**src/rtl/writeback_buffer.sv**
```systemverilog
// rtl/writeback_buffer.sv - in-order register write-back queue feeding registers_bank; forwarding lookup under WB_FORWARD_EN
module writeback_buffer #(
  parameter int DEPTH = 4
) (
  input  logic                     clk,
  input  logic                     reset,
  input  logic                     alu_valid,
  input  logic [4:0]               alu_rd,
  input  logic [31:0]              alu_data,
  output logic                     alu_ready,
  input  logic                     mem_valid,
  input  logic [4:0]               mem_rd,
  input  logic [31:0]              mem_data,
  output logic                     mem_ready,
  output logic [4:0]               RD,
  output logic                     write_reg,
  output logic [31:0]              write_data,
  input  logic [4:0]               fwd_rs,
  input  logic [4:0]               fwd_rt,
  output logic                     fwd_rs_hit,
  output logic                     fwd_rt_hit,
  output logic [31:0]              fwd_rs_data,
  output logic [31:0]              fwd_rt_data,
  output logic [$clog2(DEPTH):0]   count,
  output logic                     err_overflow
);

  localparam int PW = $clog2(DEPTH);
  localparam int CW = PW + 1;

  logic [4:0]    rd_q   [DEPTH];
  logic [31:0]   data_q [DEPTH];
  logic [PW-1:0] head;
  logic [PW-1:0] tail;
  logic [CW-1:0] count_q;
  logic [CW-1:0] count_next;
  logic [CW-1:0] push_cnt;
  logic          pop;
  logic          mem_acc;
  logic          alu_acc;
  logic          mem_push;
  logic          alu_push;
  logic          overflow;

  // Readiness depends only on the registered occupancy, never on this cycle's drain.
  assign mem_ready = (count_q <= CW'(DEPTH - 1));
  assign alu_ready = (count_q <= CW'(DEPTH - 2)) || ((count_q == CW'(DEPTH - 1)) && !mem_valid);

  assign mem_acc  = mem_valid && mem_ready;
  assign alu_acc  = alu_valid && alu_ready;
  // r0 results complete the handshake but are dropped; the bank must never see them.
  assign mem_push = mem_acc && (mem_rd != 5'd0);
  assign alu_push = alu_acc && (alu_rd != 5'd0);
  assign push_cnt = CW'(mem_push) + CW'(alu_push);

  assign pop        = (count_q != '0);
  assign count_next = count_q + push_cnt - CW'(pop);
  assign overflow   = (alu_valid && !alu_ready) || (mem_valid && !mem_ready);

  assign count      = count_q;
  assign write_reg  = pop;
  assign RD         = pop ? rd_q[head] : 5'd0;
  assign write_data = pop ? data_q[head] : 32'd0;

  // Pointer, occupancy and sticky error state; reset discards all pending writes at once.
  always_ff @(posedge clk or posedge reset) begin
    if (reset) begin
      head         <= '0;
      tail         <= '0;
      count_q      <= '0;
      err_overflow <= 1'b0;
    end else begin
      head    <= head + PW'(pop);
      tail    <= tail + PW'(push_cnt);
      count_q <= count_next;
      if (overflow) begin
        err_overflow <= 1'b1;
      end
    end
  end

  // Entry storage: the load goes in first (older), the ALU result right behind it.
  always_ff @(posedge clk) begin
    if (mem_push) begin
      rd_q[tail]   <= mem_rd;
      data_q[tail] <= mem_data;
    end
    if (alu_push) begin
      rd_q[tail + PW'(mem_push)]   <= alu_rd;
      data_q[tail + PW'(mem_push)] <= alu_data;
    end
  end

`ifdef WB_FORWARD_EN
  // Walk occupied entries oldest to youngest so the youngest match is the one left standing.
  always_comb begin
    fwd_rs_hit  = 1'b0;
    fwd_rs_data = 32'd0;
    fwd_rt_hit  = 1'b0;
    fwd_rt_data = 32'd0;
    for (int i = 0; i < DEPTH; i++) begin
      if (CW'(i) < count_q) begin
        if ((fwd_rs != 5'd0) && (rd_q[head + PW'(i)] == fwd_rs)) begin
          fwd_rs_hit  = 1'b1;
          fwd_rs_data = data_q[head + PW'(i)];
        end
        if ((fwd_rt != 5'd0) && (rd_q[head + PW'(i)] == fwd_rt)) begin
          fwd_rt_hit  = 1'b1;
          fwd_rt_data = data_q[head + PW'(i)];
        end
      end
    end
  end
`else
  logic unused_fwd;
  assign unused_fwd  = ^{fwd_rs, fwd_rt};
  assign fwd_rs_hit  = 1'b0;
  assign fwd_rt_hit  = 1'b0;
  assign fwd_rs_data = 32'd0;
  assign fwd_rt_data = 32'd0;
`endif

endmodule

```
**config.mk**
```make
export PLATFORM = sky130hd
export DESIGN_NAME = writeback_buffer
export DESIGN_NICKNAME = d
export VERILOG_FILES = /design/src/rtl/writeback_buffer.sv
export SDC_FILE = /design/constraint.sdc
export NUM_CORES = 1
export LEC_CHECK = 0
export CAP_MARGIN = 5
export CORE_ASPECT_RATIO = 1.25
export CORE_UTILIZATION = 45
export DETAILED_ROUTE_END_ITERATION = 8
export GPL_TIMING_DRIVEN = 1
export PLACE_DENSITY_LB_ADDON = 0.15
export SYNTH_ARGS = -nofsm -noshare
export SYNTH_HDL_FRONTEND = slang
export SYNTH_SLANG_ARGS = --single-unit
```
**constraint.sdc**
```tcl
create_clock -name clk -period 3.2 [get_ports clk]
set_input_delay 0.96 -clock clk [delete_from_list [all_inputs] [get_ports clk]]
set_output_delay 0.96 -clock clk [all_outputs]
set_load 0.01 [all_outputs]
```
==> metrics.md, run 1 <==
| Metric | Value |
|---|---|
| Run status | finished clean |
| Post-route setup slack | 0.0506 ns |
| Reg2reg path depth | 8 |
| First-pass DRT Iterations | 4 |
| Register area | 4650 sq um |
| # IOs | 198 |
| Root Buffer | clkbuf_16 |
| Crit-path cells | dlygate4sd2_1, or3_1, o311a_4, ha_4, xor2_2, nor3_4, buf_12, bufbuf_16, mux2_2 |
| Count leader, synth | edfxtp_1 |
| Synth Flop Type | edfxtp_1 |
| Avg Inst Size Synth | 16.2 sq um |
| DR iter-0 viols | 316 |
| Area contributors post-synth | edfxtp_1, mux2_2, mux4_2 |
| RSZ-0062 raised after global routing | yes |
| Final core utilization | 0.609 |
| Final Hold Vio Count | 0 |
| Top cell type by total area after synthesis | edfxtp_1 |
| DP HPWL | 12.2 mm |
| Vias post-DR | 4,835 |
| Tightest Hold Check Type | register to register |
| Peak supply drop | about 0.47 mV |
| Rows | 55 |
| Via density | ~5.2 |
| Grt total ovfl | 0 |
| Final ANT Viol Nets | 0 |
| Post-synthesis instance total | 520 |
| TritonCTS Buffers | 17 |
| Tmin final | 3.15 ns |
| Unique masters post-synth | 28 |
| Total power | 9940 uW |
| Worst-Skew Late Latency | about 0.42 ns |
| Fillcell total | around 1,400 |
| # nets final | 791 |
| Crit. End Element | register |
| Fin Hold WS | 0.525 ns |
| Ys Warns | 0 |
| Placed cell area | 10,300 sq um |
| Yosys reg bits | 156 |
| CP max-delay cell | o311a_4 |
| Max stage delay on crit path | roughly 0.4 ns |
| H-tree Lvls | 4 |
| Pre-CTS WS | -0.625 ns |
| Clk pin slew, worst setup/hold paths | 0.06 ns |
| Initial antenna violation count | 2 |
| WP buf/inv | 3 |
| Top delay family on crit path | buffers and inverters |
| CTS Buffer Depth | 2 |
| Multi-input gate area | 3450 sq um |
| DRC | 0 |
| RD Place Congestion | ~0.74 |
| Post-synthesis sequential area ratio | 0.551 |
| Die area | 19,300 sq um |
| Overall routing resource usage | 0.201 |
| Largest net degree at the start of global routing | 39 |
| Share of cells above drive strength 1 | 0.431 |
| Worst Path Required | 3.37 ns |
| IO Port Bufs | 121 |
| Mapped Area | 8430 sq um |
| Top cells by count, synth | edfxtp_1, mux2_2, buf_4 |
| Max Cap Viol | 0 |
| Die height | around 160 um |
| Detailed-route wire length per cell | 19.9 um |
| Worst hold path depth | 2 |
| Crit path DAT | roughly 3.3 ns |
| First-pass GRT wire length | approximately 29 mm |
| Horiz. Die Dim | 124 um |
| Synth top area share | 0.527 |
| Fin. max-slew vios | 0 |
| CP Max Fanout | 10 |
| Starting Density | 0.462 |
| Final number of setup-violating endpoints | 0 |
| Core area | 18,200 sq um |
| CTS sink cnt | 156 |
| Part of the cycle the worst path needs | 0.984 |
| Async set-reset flop share out of synthesis | 0.0513 |
| Vias in the first global route | 5,157 |
| CP Class | primary input to register |
| Post-synth EDFFs | 148 |
| F_max | 318 MHz |
| Clk_skew | 0.00627 ns |
| Layout overhead on the synthesized area | 31.8% |
| Final wirelength | 18.7 mm |
| Pleak | 0.00409 uW |
| Power Density | around 890 nW/um^2 |
| CP startpoint kind | primary input |
| Cell depth of the worst setup path | 9 |
| CTS tree | done |
| Final std cell area, no fill | 11,100 sq um |
## kinds of logic (layout without fill, tap and decap cells)
group / after synthesis / count (layout) / synth area share
AO/OA/AOI/OAI: 9 / 9 / 0.00876
XOR/XNOR: 7 / 7 / 0.00727
adder cells (fa/ha/maj): 8 / 8 / 0.0128
buffers and inverters: 108 / 231 / 0.0893
flip-flops: 156 / 156 / 0.551
multiplexers: 185 / 185 / 0.298
other: 1 / 67 / 0.000445
AND/OR/NAND/NOR: 46 / 46 / 0.0327
## worst paths after layout
kind                                          start                  endpoint  slack, ns
setup reg to reg                 count[2]$_DFF_PP0_   data_q[3][30]$_DFFE_PP_       0.77
min in group asynchronous                     reset        count[0]$_DFF_PP0_       0.78
hold / removal             err_overflow$_DFFE_PP0P_  err_overflow$_DFFE_PP0P_       0.52
hold reg to reg            err_overflow$_DFFE_PP0P_  err_overflow$_DFFE_PP0P_       0.52
max in group asynchronous                     reset         head[1]$_DFF_PP0_       2.16
setup / recovery                          mem_rd[0]    data_q[0][9]$_DFFE_PP_       0.05
## metrics by stage
stage / TNS [ns] / instances
after CTS: 0 / 936
after global routing: -0.00785 / 936
after detailed placement: -127.09 / 891
final: 0 / 937
after global placement: -115.35 / 891
after floorplan: -7.08 / 585
## sequential cells by signal (all words and copies together), names as in the netlist
name and cells:
count 3, data_q 128, err_overflow 1, head 2
rd_q 20, tail 2
## final cells by class
type,count,share of cell area
well taps,228,0.0257
clock buffers,17,0.0383
flip-flops and latches,156,0.418
diodes,1,0.000225
multi-input cells,321,0.311
clock inverters,15,0.0177
inverters,13,0.00439
repair buffers,186,0.185
## per-layer routing
metal	vias to the layer above	track usage	wire length [um]
li1	2214	-	-
met1	2431	0.239	7590
met2	171	0.358	9920
met3	17	0.0485	911
met4	2	0.0631	250
met5	-	0	17
## cell usage in the layout, fill, tap and decap left out, types with 2 or more instances in the layout
cell and count:
a31o_4 4, buf_12 25, buf_4 37, bufbuf_16 2, bufinv_16 4, clkbuf_16 17, clkdlybuf4s50_1 76, clkinv_1 2
clkinv_2 2, clkinvlp_4 4, conb_1 66, dfrtp_1 6, dfrtp_2 2, dlygate4sd2_1 38, dlymetal6s2s_1 7, edfxtp_1 148
ha_1 3, ha_4 3, inv_1 11, inv_2 2, mux2_2 144, mux2_4 3, mux4_2 37, nand2_1 2
nor2_4 2, nor2b_1 36, nor3_2 2, xnor2_1 3, xnor2_2 2
## repair_timing
| action | in CTS | in global routing |
|---|---|---|
| setup buffers | 10 | 0 |
| gates resized for setup | 45 | 9 |
| hold buffers | 0 | 0 |
| endpoints found under the setup margin | 183 | 11 |
| pin swaps | 10 | 5 |
| cloned | 3 | 0 |
## tightest hold or removal path, cell delays in order, from the launching register on
cell	delay (ns)
dfrtp_1	0.37
a21oi_1	0.06
o21ai_0	0.06
## power breakdown
part | switching, uW | leakage [uW] | internal, uW | total (uW)
logic | 2090 | 0.00236 | 2540 | 4630
registers | 190 | 0.00144 | 3000 | 3190
clock network | 815 | 0.000292 | 1300 | 2120
total | 3100 | 0.00409 | 6840 | 9940
No activity file was read; power rests on OpenSTA's default activity.
==> run 2: changes to the inputs <==
--- a/config.mk
+++ b/config.mk
@@ -7,10 +7,12 @@
 export LEC_CHECK = 0
 export CAP_MARGIN = 5
 export CORE_ASPECT_RATIO = 1.25
+export CORE_MARGIN = 2
 export CORE_UTILIZATION = 45
 export DETAILED_ROUTE_END_ITERATION = 8
 export GPL_TIMING_DRIVEN = 1
 export PLACE_DENSITY_LB_ADDON = 0.15
+export SLEW_MARGIN = 40
 export SYNTH_ARGS = -nofsm -noshare
 export SYNTH_HDL_FRONTEND = slang
 export SYNTH_SLANG_ARGS = --single-unit
==> run 2 against run 1 <==
  * Clock skew is 0.0021 ns higher
  * Combinational power increased by 3%
  * Core utilization decreased by 0.23 points
  * Register-to-register slack about the same
  * Setup slack got worse by 0.010 ns
  * Final cell count rose by 0.21%
  * Critical path depth shrank 1
  * Critical path type unchanged
  * Largest cell class unchanged
==> metrics.md, run 2 (synthesis gave the netlist of run 1 again) <==
| Metric | Value |
|---|---|
| Run status | finished clean (unchanged) |
| DP HPWL | 12.4 mm (was 12.2 mm) |
| CTS Hold Bufs | 0 (unchanged) |
| Die area | 19,900 sq um (was 19,300 sq um) |
| Final core utilization | 0.607 (was 0.609) |
| IO Port Bufs | 121 (unchanged) |
| Fin. max-slew vios | 0 (unchanged) |
| Clk_skew | 0.00841 ns (was 0.00627 ns) |
| Most frequent cells in the layout | edfxtp_1, mux2_2, clkdlybuf4s50_1 (unchanged) |
| Clk pin slew, worst setup/hold paths | 0.06 ns (about the same) |
| F_max | 316 MHz (was 318 MHz) |
| Via density | 5.23 (was 5.16) |
| # nets final | 794 (was 791) |
| TritonCTS Buffers | 17 (unchanged) |
| Hold_sp | err_overflow$_DFFE_PP0P_ (unchanged) |
| Rows | 55 (unchanged) |
| Largest register FFs | 128 (unchanged) |
| Die height | 157 um (was 155 um) |
| Detailed-route wire length per cell | 20.7 um (was 19.9 um) |
| Power Density | 903 nW/um^2 (was 894 nW/um^2) |
| Grt total ovfl | 0 (unchanged) |
| Final Hold Vio Count | 0 (unchanged) |
| CP max-delay cell | or3_1 (was o311a_4) |
| Worst hold path depth | 2 (unchanged) |
| Vias in the first global route | 5,275 (was 5,157) |
| CP startpoint kind | primary input (unchanged) |
| RSZ-0062 raised after global routing | yes (unchanged) |
| Total power | 9990 uW (was 9940 uW) |
| Reg2reg setup slack | 0.76 ns (was 0.77 ns) |
| Tmin final | 3.16 ns (was 3.15 ns) |
| Final wirelength | 19.5 mm (was 18.7 mm) |
| First-pass GRT wire length | 29.6 mm (was 28.8 mm) |
| Commonest non-fill, non-tap cell in the layout | edfxtp_1 (unchanged) |
| Biggest register | data_q (unchanged) |
| Overall routing resource usage | 0.201 (about the same) |
| RR Endpoint | data_q[3][28]$_DFFE_PP_ (was data_q[3][30]$_DFFE_PP_) |
| Largest net degree at the start of global routing | 39 (unchanged) |
| Top delay family on crit path | simple AND/OR/NAND/NOR gates (was buffers and inverters) |
| Crit-path cells | dlygate4sd2_1, or3_1, o311a_4, ha_4, xor2_4, nor3_4, buf_4, mux2_2 (was dlygate4sd2_1, or3_1, o311a_4, ha_4, xor2_2, nor3_4, buf_12, bufbuf_16, mux2_2) |
| CTS Buffer Depth | 2 (unchanged) |
| Initial antenna violation count | 2 (unchanged) |
| Fin Hold WS | 0.491 ns (was 0.525 ns) |
| Crit. End Element | register (unchanged) |
| Pleak | 0.00399 uW (was 0.00409 uW) |
| Core area | 18,200 sq um (unchanged) |
| First-pass DRT Iterations | 4 (unchanged) |
| Max Cap Viol | 0 (unchanged) |
| H-tree Lvls | 4 (unchanged) |
| CP Class | primary input to register (unchanged) |
| Vias post-DR | 4,910 (was 4,835) |
| Root Buffer | clkbuf_16 (unchanged) |
| Part of the cycle the worst path needs | 0.987 (was 0.984) |
| CTS sink cnt | 156 (unchanged) |
| Worst-Skew Late Latency | 0.42 ns (about the same) |
| Pre-CTS WS | -0.602 ns (was -0.625 ns) |
| Endpoint, Worst Hold | err_overflow$_DFFE_PP0P_ (unchanged) |
| Final number of setup-violating endpoints | 0 (unchanged) |
| Starting Density | 0.462 (unchanged) |
| Share of cells above drive strength 1 | 0.430 (was 0.431) |
| Fillcell total | 1,401 (was 1,366) |
| Tightest Hold Check Type | register to register (unchanged) |
| Max stage delay on crit path | 0.38 ns (was 0.41 ns) |
| # IOs | 198 (unchanged) |
| Final ANT Viol Nets | 0 (unchanged) |
| RR Startpoint | count[2]$_DFF_PP0_ (unchanged) |
| DRC | 0 (unchanged) |
| Post-route setup slack | 0.0403 ns (was 0.0506 ns) |
| CTS tree | done (unchanged) |
| Horiz. Die Dim | 126 um (was 124 um) |
| Crit path DAT | 3.32 ns (about the same) |
| DR iter-0 viols | 236 (was 316) |
| Setup_tns | 0 ns (unchanged) |
| Worst Path Required | 3.37 ns (about the same) |
| Peak supply drop | 0.484 mV (was 0.472 mV) |
| RD Place Congestion | 0.731 (was 0.741) |
| Layout overhead on the synthesized area | 31.3% (was 31.8%) |
| Reg2reg path depth | 10 (was 8) |
| WP buf/inv | 2 (was 3) |
| CP Max Fanout | 14 (was 10) |
## run 2: cell count changes in the layout (fill, tap and decap cells not counted), moves of 2 or more
cell / before / now
buf_12: 25 / 22
buf_16: 1 / 4
buf_4: 37 / 41
bufbuf_16: 2 / 0
clkbuf_1: 0 / 2
clkdlybuf4s50_1: 76 / 93
dlygate4sd2_1: 38 / 27
dlymetal6s2s_1: 7 / 0
## run 2: per-layer routing
metal / GRT usage / wire length, um / share of wire
met4: 0.0670 / 363 / 0.019
met1: 0.243 / 7830 / 0.40
met3: 0.0551 / 1250 / 0.064
met5: 0 / 0 / 0
met2: 0.348 / 10000 / 0.51
## run 2: worst max-delay path by stage
| stage | start | end | slack [ns] | cells after the start |
|---|---|---|---|---|
| 2_1_floorplan | alu_rd[0] | count[2]$_DFF_PP0_ | -0.1 | 11 |
| 3_3_place_gp | alu_rd[0] | count[2]$_DFF_PP0_ | -0.59 | 12 |
| 3_5_place_dp | alu_rd[0] | count[2]$_DFF_PP0_ | -0.60 | 12 |
| 4_1_cts | head[0]$_DFF_PP0_ | write_data[3] | 0.001 | 4 |
| 5_1_grt | mem_rd[2] | data_q[0][24]$_DFFE_PP_ | -0.008 | 8 |
| 6_report | mem_rd[2] | data_q[0][24]$_DFFE_PP_ | 0.04 | 8 |
## run 2: final cells by class
class	instances	area, sq um	share of cell area
inverters	13	48.8	0.00441
multi-input cells	321	3460	0.312
flip-flops and latches	156	4650	0.420
clock buffers	19	433	0.0391
diodes	1	2.50	0.000226
repair buffers	189	2050	0.185
well taps	228	285	0.0258
clock inverters	12	149	0.0134
## run 2: repair_timing
item / 4_1_cts / 5_1_grt
gates cloned: 4 / 0
gates resized for setup: 39 / 4
pin swaps: 5 / 4
setup buffers: 5 / 12
setup endpoints to repair: 248 / 114
## run 2: worst min-delay path, stage by stage (launching register included)
cell	delay [ns]
dfrtp_1	0.35
a21oi_1	0.04
o21ai_0	0.06
## run 2: report_power, final
group / internal [uW] / switching, uW / leakage [uW]
Sequential: 3000 / 223 / 0.00144
Clock: 1220 / 791 / 0.000276
Combinational: 2640 / 2120 / 0.00227
Total: 6860 / 3140 / 0.00399
## run 2: stage by stage
step | area (sq um) | instances
floorplan | 8780 | 585
global placement | 10200 | 887
detailed placement | 10200 | 887
CTS | 11000 | 927
global route | 11100 | 938
finish | 11100 | 939
